$ cat src/rtl/alu_pkg.sv
// Shared decode constants and FSM state type for the alu_muldiv execute stage.
package alu_pkg;

  localparam logic [6:0] OP_R      = 7'b0110011;
  localparam logic [6:0] OP_I      = 7'b0010011;
  localparam logic [6:0] OP_LOAD   = 7'b0000011;
  localparam logic [6:0] OP_STORE  = 7'b0100011;
  localparam logic [6:0] OP_BRANCH = 7'b1100011;
  localparam logic [6:0] OP_LUI    = 7'b0110111;
  localparam logic [6:0] OP_JAL    = 7'b1101111;

  localparam logic [2:0] F3_ADD  = 3'b000;
  localparam logic [2:0] F3_SLL  = 3'b001;
  localparam logic [2:0] F3_SLT  = 3'b010;
  localparam logic [2:0] F3_SLTU = 3'b011;
  localparam logic [2:0] F3_XOR  = 3'b100;
  localparam logic [2:0] F3_SR   = 3'b101;
  localparam logic [2:0] F3_OR   = 3'b110;
  localparam logic [2:0] F3_AND  = 3'b111;

  localparam logic [2:0] F3_BEQ  = 3'b000;
  localparam logic [2:0] F3_BNE  = 3'b001;
  localparam logic [2:0] F3_BLT  = 3'b100;
  localparam logic [2:0] F3_BGE  = 3'b101;
  localparam logic [2:0] F3_BLTU = 3'b110;
  localparam logic [2:0] F3_BGEU = 3'b111;

  localparam logic [2:0] F3_MUL    = 3'b000;
  localparam logic [2:0] F3_MULH   = 3'b001;
  localparam logic [2:0] F3_MULHSU = 3'b010;
  localparam logic [2:0] F3_MULHU  = 3'b011;
  localparam logic [2:0] F3_DIV    = 3'b100;
  localparam logic [2:0] F3_DIVU   = 3'b101;
  localparam logic [2:0] F3_REM    = 3'b110;
  localparam logic [2:0] F3_REMU   = 3'b111;

  localparam logic [6:0] FUNCT7_ALT = 7'b0100000;
  localparam logic [6:0] FUNCT7_M   = 7'b0000001;

  typedef enum logic [1:0] {
    IDLE = 2'b00,
    MUL  = 2'b01,
    DIV  = 2'b10
  } state_e;

endpackage

$ cat src/rtl/alu_muldiv_if.sv
// Issue and result handshakes of the alu_muldiv execute stage.
interface alu_muldiv_if #(
  parameter int XLEN = 32
) ();
  logic            in_valid;
  logic            in_ready;
  logic [31:0]     instr;
  logic [XLEN-1:0] in_1;
  logic [XLEN-1:0] in_2;
  logic            out_valid;
  logic            out_ready;
  logic [XLEN-1:0] result;
  logic            zero;
  logic            dm_enable;
  logic            dm_write;
  logic            busy;

  modport master (
    output in_valid, instr, in_1, in_2, out_ready,
    input  in_ready, out_valid, result, zero, dm_enable, dm_write, busy
  );

  modport slave (
    input  in_valid, instr, in_1, in_2, out_ready,
    output in_ready, out_valid, result, zero, dm_enable, dm_write, busy
  );
endinterface

$ cat src/rtl/alu_divider.sv
// Iterative restoring divider on operand magnitudes; one quotient bit per cycle,
// signs and divide-by-zero results applied on the final step.
module alu_divider #(
  parameter int XLEN  = 32,
  parameter int CNT_W = $clog2(XLEN) + 1
) (
  input  logic            clk,
  input  logic            rst,
  input  logic            start,
  input  logic            is_signed,
  input  logic [XLEN-1:0] dividend,
  input  logic [XLEN-1:0] divisor,
  output logic            done,
  output logic [XLEN-1:0] quotient,
  output logic [XLEN-1:0] remainder
);
  logic             active_r, q_neg_r, r_neg_r, dz_r;
  logic [CNT_W-1:0] cnt_r;
  logic [XLEN-1:0]  quo_r, rem_r, div_r, dividend_r;
  logic             a_neg_s, b_neg_s;
  logic [XLEN:0]    shifted_s;
  logic [XLEN+1:0]  diff_s;
  logic [XLEN-1:0]  quo_nx_s, rem_nx_s;
  logic             unused_diff_s;

  assign a_neg_s       = is_signed && dividend[XLEN-1];
  assign b_neg_s       = is_signed && divisor[XLEN-1];
  assign shifted_s     = {rem_r, quo_r[XLEN-1]};
  assign diff_s        = {1'b0, shifted_s} - {2'b00, div_r};
  assign unused_diff_s = diff_s[XLEN];

  // One restoring step: keep the trial subtraction only when it did not go negative.
  always_comb begin
    rem_nx_s = shifted_s[XLEN-1:0];
    quo_nx_s = {quo_r[XLEN-2:0], 1'b0};
    if (!diff_s[XLEN+1]) begin
      rem_nx_s = diff_s[XLEN-1:0];
      quo_nx_s = {quo_r[XLEN-2:0], 1'b1};
    end else begin
      rem_nx_s = shifted_s[XLEN-1:0];
      quo_nx_s = {quo_r[XLEN-2:0], 1'b0};
    end
  end

  assign done      = active_r && (cnt_r == CNT_W'(1));
  assign quotient  = dz_r ? {XLEN{1'b1}} : (q_neg_r ? (-quo_nx_s) : quo_nx_s);
  assign remainder = dz_r ? dividend_r   : (r_neg_r ? (-rem_nx_s) : rem_nx_s);

  // Operand capture on start, then XLEN iterations.
  always_ff @(posedge clk or posedge rst) begin
    if (rst) begin
      active_r   <= 1'b0;
      cnt_r      <= '0;
      quo_r      <= '0;
      rem_r      <= '0;
      div_r      <= '0;
      dividend_r <= '0;
      q_neg_r    <= 1'b0;
      r_neg_r    <= 1'b0;
      dz_r       <= 1'b0;
    end else if (start) begin
      active_r   <= 1'b1;
      cnt_r      <= CNT_W'(XLEN);
      quo_r      <= a_neg_s ? (-dividend) : dividend;
      rem_r      <= '0;
      div_r      <= b_neg_s ? (-divisor) : divisor;
      dividend_r <= dividend;
      q_neg_r    <= a_neg_s ^ b_neg_s;
      r_neg_r    <= a_neg_s;
      dz_r       <= (divisor == '0);
    end else if (active_r) begin
      cnt_r    <= cnt_r - CNT_W'(1);
      quo_r    <= quo_nx_s;
      rem_r    <= rem_nx_s;
      active_r <= (cnt_r != CNT_W'(1));
    end
  end
endmodule

$ cat src/rtl/alu_muldiv.sv
// Execute-stage ALU with iterative RV32M multiply/divide behind valid/ready handshakes.
// Define ALU_FAST_MUL_EN to replace the iterative multiplier by a single-cycle one.
module alu_muldiv
  import alu_pkg::*;
#(
  parameter int XLEN  = 32,
  parameter int CNT_W = $clog2(XLEN) + 1
) (
  input logic         clk,
  input logic         rst,
  alu_muldiv_if.slave bus
);
  localparam int SH_W = $clog2(XLEN);

  logic [6:0]       opcode_s, funct7_s;
  logic [2:0]       funct3_s;
  logic             unused_instr_s;
  state_e           state_r, state_next_s;
  logic [CNT_W-1:0] counter_r;
  logic             out_valid_r, busy_r, zero_r, dm_enable_r, dm_write_r, div_rem_r;
  logic [XLEN-1:0]  result_r;
  logic             in_ready_s, accept_s, m_op_s, mul_op_s, div_op_s;
  logic             start_mul_s, start_div_s, mul_fin_s, div_fin_s, div_done_s;
  logic [XLEN-1:0]  alu_res_s, fast_mul_s, mul_res_s, div_q_s, div_r_s, div_res_s;
  logic             alu_zero_s, dm_en_s, dm_wr_s, eq_s, lt_s, ltu_s;

  assign opcode_s       = bus.instr[6:0];
  assign funct3_s       = bus.instr[14:12];
  assign funct7_s       = bus.instr[31:25];
  assign unused_instr_s = ^{bus.instr[24:15], bus.instr[11:7]};

  assign in_ready_s  = (state_r == IDLE) && (!out_valid_r || bus.out_ready);
  assign accept_s    = bus.in_valid && in_ready_s;
  assign m_op_s      = (opcode_s == OP_R) && (funct7_s == FUNCT7_M);
  assign div_op_s    = m_op_s && funct3_s[2];
  assign mul_op_s    = m_op_s && !funct3_s[2];
  assign start_div_s = accept_s && div_op_s;
  assign mul_fin_s   = (state_r == MUL) && (counter_r == CNT_W'(1));
  assign div_fin_s   = (state_r == DIV) && div_done_s;

  assign eq_s  = (bus.in_1 == bus.in_2);
  assign lt_s  = ($signed(bus.in_1) < $signed(bus.in_2));
  assign ltu_s = (bus.in_1 < bus.in_2);

  function automatic logic [XLEN-1:0] alu_op(input logic [2:0] f3, input logic sub,
                                             input logic sra, input logic [XLEN-1:0] a,
                                             input logic [XLEN-1:0] b);
    logic [SH_W-1:0] sh;
    sh = b[SH_W-1:0];
    case (f3)
      F3_ADD:  alu_op = sub ? (a - b) : (a + b);
      F3_SLL:  alu_op = a << sh;
      F3_SLT:  alu_op = {{(XLEN-1){1'b0}}, ($signed(a) < $signed(b))};
      F3_SLTU: alu_op = {{(XLEN-1){1'b0}}, (a < b)};
      F3_XOR:  alu_op = a ^ b;
      F3_SR: begin
        if (sra) alu_op = $signed(a) >>> sh;
        else     alu_op = a >> sh;
      end
      F3_OR:   alu_op = a | b;
      F3_AND:  alu_op = a & b;
      default: alu_op = '0;
    endcase
  endfunction

`ifdef ALU_FAST_MUL_EN
  logic signed [XLEN:0]     fa_s, fb_s;
  logic signed [2*XLEN+1:0] fprod_s;
  logic                     unused_fprod_s;
  assign start_mul_s    = 1'b0;
  assign fa_s           = {(funct3_s != F3_MULHU) && bus.in_1[XLEN-1], bus.in_1};
  assign fb_s           = {((funct3_s == F3_MUL) || (funct3_s == F3_MULH)) && bus.in_2[XLEN-1], bus.in_2};
  assign fprod_s        = fa_s * fb_s;
  assign unused_fprod_s = ^fprod_s[2*XLEN+1:2*XLEN];
  assign fast_mul_s     = (funct3_s == F3_MUL) ? fprod_s[XLEN-1:0] : fprod_s[2*XLEN-1:XLEN];
  assign mul_res_s      = '0;
`else
  logic [2*XLEN-1:0] mcand_r, prod_r, prod_step_s, prod_final_s;
  logic [XLEN-1:0]   mplier_r;
  logic              mul_neg_r, mul_hi_r, mul_a_neg_s, mul_b_neg_s;
  assign start_mul_s  = accept_s && mul_op_s;
  assign fast_mul_s   = '0;
  assign mul_a_neg_s  = (funct3_s != F3_MULHU) && bus.in_1[XLEN-1];
  assign mul_b_neg_s  = ((funct3_s == F3_MUL) || (funct3_s == F3_MULH)) && bus.in_2[XLEN-1];
  assign prod_step_s  = prod_r + (mplier_r[0] ? mcand_r : '0);
  assign prod_final_s = mul_neg_r ? (-prod_step_s) : prod_step_s;
  assign mul_res_s    = mul_hi_r ? prod_final_s[2*XLEN-1:XLEN] : prod_final_s[XLEN-1:0];

  // Shift-add multiplier on magnitudes; the sign is folded in on the last step.
  always_ff @(posedge clk or posedge rst) begin
    if (rst) begin
      mcand_r   <= '0;
      mplier_r  <= '0;
      prod_r    <= '0;
      mul_neg_r <= 1'b0;
      mul_hi_r  <= 1'b0;
    end else if (start_mul_s) begin
      mcand_r   <= {{XLEN{1'b0}}, (mul_a_neg_s ? (-bus.in_1) : bus.in_1)};
      mplier_r  <= mul_b_neg_s ? (-bus.in_2) : bus.in_2;
      prod_r    <= '0;
      mul_neg_r <= mul_a_neg_s ^ mul_b_neg_s;
      mul_hi_r  <= (funct3_s != F3_MUL);
    end else if (state_r == MUL) begin
      prod_r   <= prod_step_s;
      mcand_r  <= mcand_r << 1;
      mplier_r <= mplier_r >> 1;
    end
  end
`endif

  alu_divider #(.XLEN(XLEN), .CNT_W(CNT_W)) u_div (
    .clk       (clk),
    .rst       (rst),
    .start     (start_div_s),
    .is_signed (!funct3_s[0]),
    .dividend  (bus.in_1),
    .divisor   (bus.in_2),
    .done      (div_done_s),
    .quotient  (div_q_s),
    .remainder (div_r_s)
  );
  assign div_res_s = div_rem_r ? div_r_s : div_q_s;

  // Single-cycle result, branch flag and memory strobes for the issuing instruction.
  always_comb begin
    alu_res_s  = '0;
    alu_zero_s = 1'b0;
    dm_en_s    = 1'b0;
    dm_wr_s    = 1'b0;
    case (opcode_s)
      OP_R: begin
        if (m_op_s) alu_res_s = fast_mul_s;
        else alu_res_s = alu_op(funct3_s, funct7_s == FUNCT7_ALT, funct7_s == FUNCT7_ALT,
                                bus.in_1, bus.in_2);
      end
      OP_I: alu_res_s = alu_op(funct3_s, 1'b0, funct7_s == FUNCT7_ALT, bus.in_1, bus.in_2);
      OP_LOAD: begin
        alu_res_s = bus.in_1 + bus.in_2;
        dm_en_s   = 1'b1;
      end
      OP_STORE: begin
        alu_res_s = bus.in_1 + bus.in_2;
        dm_en_s   = 1'b1;
        dm_wr_s   = 1'b1;
      end
      OP_BRANCH: begin
        case (funct3_s)
          F3_BEQ:  alu_zero_s = eq_s;
          F3_BNE:  alu_zero_s = !eq_s;
          F3_BLT:  alu_zero_s = lt_s;
          F3_BGE:  alu_zero_s = !lt_s;
          F3_BLTU: alu_zero_s = ltu_s;
          F3_BGEU: alu_zero_s = !ltu_s;
          default: alu_zero_s = 1'b0;
        endcase
      end
      OP_LUI:  alu_res_s = bus.in_2;
      default: alu_res_s = '0;
    endcase
  end

  // FSM next state: stay in MUL/DIV until the last iteration completes.
  always_comb begin
    state_next_s = state_r;
    case (state_r)
      IDLE: begin
        if (start_mul_s)      state_next_s = MUL;
        else if (start_div_s) state_next_s = DIV;
        else                  state_next_s = IDLE;
      end
      MUL: begin
        if (mul_fin_s) state_next_s = IDLE;
        else           state_next_s = MUL;
      end
      DIV: begin
        if (div_done_s) state_next_s = IDLE;
        else            state_next_s = DIV;
      end
      default: state_next_s = IDLE;
    endcase
  end

  // FSM state register and registered busy flag.
  always_ff @(posedge clk or posedge rst) begin
    if (rst) begin
      state_r <= IDLE;
      busy_r  <= 1'b0;
    end else begin
      state_r <= state_next_s;
      busy_r  <= (state_next_s != IDLE);
    end
  end

  // Iteration counter and remainder/quotient select for the pending divide.
  always_ff @(posedge clk or posedge rst) begin
    if (rst) begin
      counter_r <= '0;
      div_rem_r <= 1'b0;
    end else if (start_mul_s || start_div_s) begin
      counter_r <= CNT_W'(XLEN);
      div_rem_r <= funct3_s[1];
    end else if (state_r != IDLE) begin
      counter_r <= counter_r - CNT_W'(1);
    end
  end

  // Output register: loads on a simple accept or iteration end, otherwise holds until drained.
  always_ff @(posedge clk or posedge rst) begin
    if (rst) begin
      result_r    <= '0;
      zero_r      <= 1'b0;
      dm_enable_r <= 1'b0;
      dm_write_r  <= 1'b0;
      out_valid_r <= 1'b0;
    end else if (accept_s && !start_mul_s && !start_div_s) begin
      result_r    <= alu_res_s;
      zero_r      <= alu_zero_s;
      dm_enable_r <= dm_en_s;
      dm_write_r  <= dm_wr_s;
      out_valid_r <= 1'b1;
    end else if (mul_fin_s || div_fin_s) begin
      result_r    <= mul_fin_s ? mul_res_s : div_res_s;
      zero_r      <= 1'b0;
      dm_enable_r <= 1'b0;
      dm_write_r  <= 1'b0;
      out_valid_r <= 1'b1;
    end else if (bus.out_ready) begin
      out_valid_r <= 1'b0;
    end
  end

  assign bus.in_ready  = in_ready_s;
  assign bus.out_valid = out_valid_r;
  assign bus.result    = result_r;
  assign bus.zero      = zero_r;
  assign bus.dm_enable = dm_enable_r;
  assign bus.dm_write  = dm_write_r;
  assign bus.busy      = busy_r;
endmodule

$ cat src/flat_wrapper.sv
// flat-port wrapper written by rule: the top's interface ports become plain ports
module alu_muldiv_flat import alu_pkg::*;
#(
  parameter int XLEN  = 32,
  parameter int CNT_W = $clog2(XLEN) + 1
)
  (clk, rst, bus_in_valid, bus_instr, bus_in_1, bus_in_2, bus_out_ready, bus_in_ready, bus_out_valid, bus_result, bus_zero, bus_dm_enable, bus_dm_write, bus_busy);
  alu_muldiv_if #(.XLEN(XLEN)) bus_i ();
  input logic clk;
  input logic rst;
  input wire logic [$bits(bus_i.in_valid)-1:0] bus_in_valid;
  input wire logic [$bits(bus_i.instr)-1:0] bus_instr;
  input wire logic [$bits(bus_i.in_1)-1:0] bus_in_1;
  input wire logic [$bits(bus_i.in_2)-1:0] bus_in_2;
  input wire logic [$bits(bus_i.out_ready)-1:0] bus_out_ready;
  output wire logic [$bits(bus_i.in_ready)-1:0] bus_in_ready;
  output wire logic [$bits(bus_i.out_valid)-1:0] bus_out_valid;
  output wire logic [$bits(bus_i.result)-1:0] bus_result;
  output wire logic [$bits(bus_i.zero)-1:0] bus_zero;
  output wire logic [$bits(bus_i.dm_enable)-1:0] bus_dm_enable;
  output wire logic [$bits(bus_i.dm_write)-1:0] bus_dm_write;
  output wire logic [$bits(bus_i.busy)-1:0] bus_busy;
  assign bus_i.in_valid = bus_in_valid;
  assign bus_i.instr = bus_instr;
  assign bus_i.in_1 = bus_in_1;
  assign bus_i.in_2 = bus_in_2;
  assign bus_i.out_ready = bus_out_ready;
  assign bus_in_ready = bus_i.in_ready;
  assign bus_out_valid = bus_i.out_valid;
  assign bus_result = bus_i.result;
  assign bus_zero = bus_i.zero;
  assign bus_dm_enable = bus_i.dm_enable;
  assign bus_dm_write = bus_i.dm_write;
  assign bus_busy = bus_i.busy;
  alu_muldiv #(.XLEN(XLEN), .CNT_W(CNT_W)) u_core (.clk(clk), .rst(rst), .bus(bus_i));
endmodule
$ cat config.mk
export PLATFORM = sky130hd
export DESIGN_NAME = alu_muldiv_flat
export DESIGN_NICKNAME = d
export VERILOG_FILES = /design/src/rtl/alu_pkg.sv /design/src/rtl/alu_muldiv_if.sv /design/src/rtl/alu_divider.sv /design/src/rtl/alu_muldiv.sv /design/src/flat_wrapper.sv
export SDC_FILE = /design/constraint.sdc
export NUM_CORES = 2
export LEC_CHECK = 0
export ABC_AREA = 1
export CORE_MARGIN = 4
export CORE_UTILIZATION = 30
export DETAILED_ROUTE_END_ITERATION = 8
export GPL_TIMING_DRIVEN = 0
export PLACE_DENSITY_LB_ADDON = 0.2
export SETUP_SLACK_MARGIN = 0.05
export SLEW_MARGIN = 40
export SYNTH_ARGS = -nofsm -noshare
export SYNTH_HDL_FRONTEND = slang
export SYNTH_SLANG_ARGS = --single-unit
$ cat constraint.sdc
create_clock -name clk -period 26.5 [get_ports clk]
set_input_delay 7.95 -clock clk [delete_from_list [all_inputs] [get_ports clk]]
set_output_delay 7.95 -clock clk [all_outputs]
set_load 0.05 [all_outputs]
==> qor.yml <==
post_route_cells_drive_above_1_share_pct: 5.00
routed_wirelength_um: 240000
worst_clock_skew_ns: 0.0423
power_frac_comb_pct: 42.8
finalCritPeriodShare_pct: 65.7
cts_tree: "built"
post_synthesis_average_cell_area_um2: 5.80
finalSetupViolCount: 0
detail_route.drc_violations: 0
floorplan.rows: 134
gr-total-overflow: 0
synth.lib_cells_used.distinct: 70
nNetsFinal: 7426
numCtsBuffers: 48
cp_data_required_time_ns: 18.55
finalCoreUtilization_pct: 34.2
synth_seq_area_share_pct: 21.5
power.density_nw_per_um2: 53.5
htree_levels: 2
n_fill_cell: 15246
post_synth_inst_count: 6943
internal-power_mw: 1.31
cts-root-to-sink-buffers: 3
syn2layout_area_growth_pct: 13.3
switching_power_mw: 1.13
worst_hold_path.endpoint: "u_core.bus.result[31]"
reg2reg_setup_slack_ns: 20.48
startpoint_type: "input pin"
tightestPinTransition_ns: 1.05
grt_first_pass_wirelength_um: 335000
slowest_stage: "sky130_fd_sc_hd__clkdlybuf4s50_1"
number_of_vias_after_detailed_routing: 49485
timing.final.ws_setup_ns: 9.09
timing.max_cap.violations: 0
highest_count_cells_in_the_layout_ignoring_fill_and_taps: "sky130_fd_sc_hd__nand2_1 (2,064), sky130_fd_sc_hd__inv_1 (964), sky130_fd_sc_hd__nor2_1 (649), sky130_fd_sc_hd__o21ai_0 (649), sky130_fd_sc_hd__a21oi_1 (481)"
die_width_um: 374
biggest_cell_delay_along_the_critical_path_ns: 0.83
die_area_um2: 140000
post_cts_resized: 0
floorplan.io_pins: 138
min-delay-path-class: "flop to flop"
dp_hpwl_um: 200000
sequentialPowerShare_pct: 28.2
root_buffer: "sky130_fd_sc_hd__clkbuf_16"
cellLeakagePower_nw: 23.2
drt_pre_antenna_iters: 7
synth.top_cells.by_area: "sky130_fd_sc_hd__dfrtp_1 (22%), sky130_fd_sc_hd__nand2_1 (19%), sky130_fd_sc_hd__inv_1 (9.0%)"
initial_core_util_pct: 30.2
synthDominantCellAreaShare_pct: 21.5
report.final.hold_viol_count: 0
yosys_warnings: 0
slew_violations: 0
timing_worst_setup_path_type: "input pin to output pin"
clkLatencyLatePin_ns: 0.65
clockPowerShare_pct: 29.0
portBuffers: 120
run_status: "complete, no violations"
maximum_number_of_pins_on_one_net_before_global_route_repair: 72
ys_dominant_reg_cell: "sky130_fd_sc_hd__dfrtp_1"
timing.critical_path.cells: "clkdlybuf4s50_1, nor2_1, nor2_1, clkdlybuf4s50_1"
ctsHoldBuffers: 0
clk_pin_slew_ns: 0.05
startpoint: "bus_out_ready"
first_global_vias: 46242
synth_largest_area_cell: "sky130_fd_sc_hd__dfrtp_1"
placement.setup.worst_slack_ns: 9.09
ff2ff_path_depth: 31
synth_enable_flop_cells: 0
post_cts_setup_buffer_count: 0
wire_per_inst_um: 26.9
irDropWorstVdd_v: 0.0000447
grt_antenna_before_repair: 11
core_area_um2: 133000
fin_tns_setup_ns: 0
timing.fmax_ghz: 0.0574
grt_usage_pct: 32.8
synth-seq-cells: 346
power.switching_fraction_pct: 46.2
sink_count: 346
die_height_um: 374
syn_area_um2: 40300
data_arrival_time_of_the_worst_path_ns: 9.46
critical_path.reg2reg.endpoint: "u_core.bus.result[21]"
postSynth.asyncResetShare_pct: 100
antenna_violating_nets_post_route: 0
grt_setup_unrepaired: "no"
most_common_cell_after_layout_fill_and_taps_aside: "sky130_fd_sc_hd__nand2_1"
routabilityCongestion: 1.07
timing.critical_path.to_type: "output pin"
worst-path-max-fanout: 2
timing.hold.worst.start: "u_core.bus.result[31]"
synth_nets: 7248
headroom_to_the_max_slew_limit_pct: 29.7
first_iter_violations: 6365
post-route-min-period_ns: 17.41
via_per_inst: 5.54
holdPathStages: 2
worst_r2r_src: "u_core.mplier_r[0]"
layout make-up:
cell class	instances	area, um2	area share, %
Inverter	1009	3790	8.32
Sequential cell	346	8660	19.0
Tap cell	1768	2210	4.85
Timing Repair Buffer	128	1370	2.99
Buffer	283	1170	2.57
Antenna cell	6	15.0	0.0329
Multi-Input combinational cell	5305	26700	58.6
Clock inverter	26	355	0.779
Clock buffer	59	1320	2.90
registers in the layout, indices dropped and copies added (netlist names), 2 cells and up:
register	cells
u_core.u_div.div_r	32
u_core.u_div.quo_r	32
u_core.counter_r	6
u_core.bus.result	32
u_core.mcand_r	64
u_core.u_div.rem_r	32
u_core.prod_r	64
u_core.state_r	2
u_core.mplier_r	32
u_core.u_div.dividend_r	32
u_core.u_div.cnt_r	6
how the worst max path moves through the flow:
| stage | to | slack, ns | depth (start not counted) |
|---|---|---|---|
| finish | bus_in_ready | 9.09 | 4 |
| global route | bus_in_ready | 9.02 | 4 |
| CTS | bus_in_ready | 9.08 | 4 |
| detailed placement | bus_in_ready | 9.09 | 4 |
| global placement | u_core.bus.result[31] | 3.11 | 2 |
| floorplan | u_core.bus.busy | 8.96 | 1 |
critical path: cells and delay by family:
family	cells	cell delay [ns]
buffers and inverters	2	1.31
AND/OR/NAND/NOR	2	0.20
through the flow:
step	cell area [um2]	hold slack (ns)	instances	total power, mW
finish	45600	0.483	8930	2.44
global route	45600	0.506	8928	2.57
CTS	45600	0.487	8924	2.42
detailed placement	43900	0.465	8839	1.70
global placement	43700	0.462	8831	1.70
floorplan	40300	0.444	6943	1.32
kinds of logic (layout without fill, tap and decap cells):
family	after synthesis	in the layout	share of synthesized area [%]
AND/OR/NAND/NOR	3494	3494	36.6
AO/OA/AOI/OAI	1479	1479	20.4
buffers and inverters	1292	1505	12.3
flip-flops	346	346	21.5
adder cells (fa/ha/maj)	205	205	6.45
XOR/XNOR	111	111	2.45
multiplexers	16	16	0.398
other	0	6	0
power by group through the flow:
stage / Combinational (mW) / Sequential [mW] / Clock, mW
after floorplan: 0.643 / 0.673 / 0
after global placement: 1.01 / 0.692 / 0
after detailed placement: 1.01 / 0.690 / 0
after CTS: 1.02 / 0.683 / 0.717
after global routing: 1.14 / 0.694 / 0.734
final: 1.05 / 0.689 / 0.707
metal layers:
layer | vias up | track usage (%) | wire length [um]
met3 | 551 | 4.84 | 19800
met5 | - | 0 | 0
met4 | 0 | 19.4 | 17000
li1 | 22802 | - | -
met2 | 2595 | 50.4 | 103000
met1 | 23537 | 43.5 | 100000
synthesized netlist by cell type (9+ instances only):
master and n:
sky130_fd_sc_hd__nand4_1 54, sky130_fd_sc_hd__ha_1 201, sky130_fd_sc_hd__a211oi_1 20, sky130_fd_sc_hd__buf_2 39, sky130_fd_sc_hd__o21ai_1 25, sky130_fd_sc_hd__nand2_2 44, sky130_fd_sc_hd__nor4_1 11, sky130_fd_sc_hd__xor2_1 101
sky130_fd_sc_hd__nand3b_1 27, sky130_fd_sc_hd__nand2_1 2064, sky130_fd_sc_hd__or2_2 24, sky130_fd_sc_hd__inv_1 965, sky130_fd_sc_hd__o21ai_0 651, sky130_fd_sc_hd__dfrtp_1 346, sky130_fd_sc_hd__a21oi_1 481, sky130_fd_sc_hd__mux2i_1 16
sky130_fd_sc_hd__o21bai_1 20, sky130_fd_sc_hd__nor2_2 38, sky130_fd_sc_hd__a31oi_1 30, sky130_fd_sc_hd__o221ai_1 42, sky130_fd_sc_hd__a22oi_1 14, sky130_fd_sc_hd__o211ai_1 65, sky130_fd_sc_hd__o21a_1 16, sky130_fd_sc_hd__o22ai_1 62
sky130_fd_sc_hd__buf_1 33, sky130_fd_sc_hd__nor2_4 13, sky130_fd_sc_hd__clkbuf_1 201, sky130_fd_sc_hd__clkinv_1 20, sky130_fd_sc_hd__nor3_2 9, sky130_fd_sc_hd__nand3_1 459, sky130_fd_sc_hd__nor3_1 57, sky130_fd_sc_hd__nor2_1 652
sky130_fd_sc_hd__nand3_2 14, sky130_fd_sc_hd__inv_2 24
(Power assumes the default switching activity.)
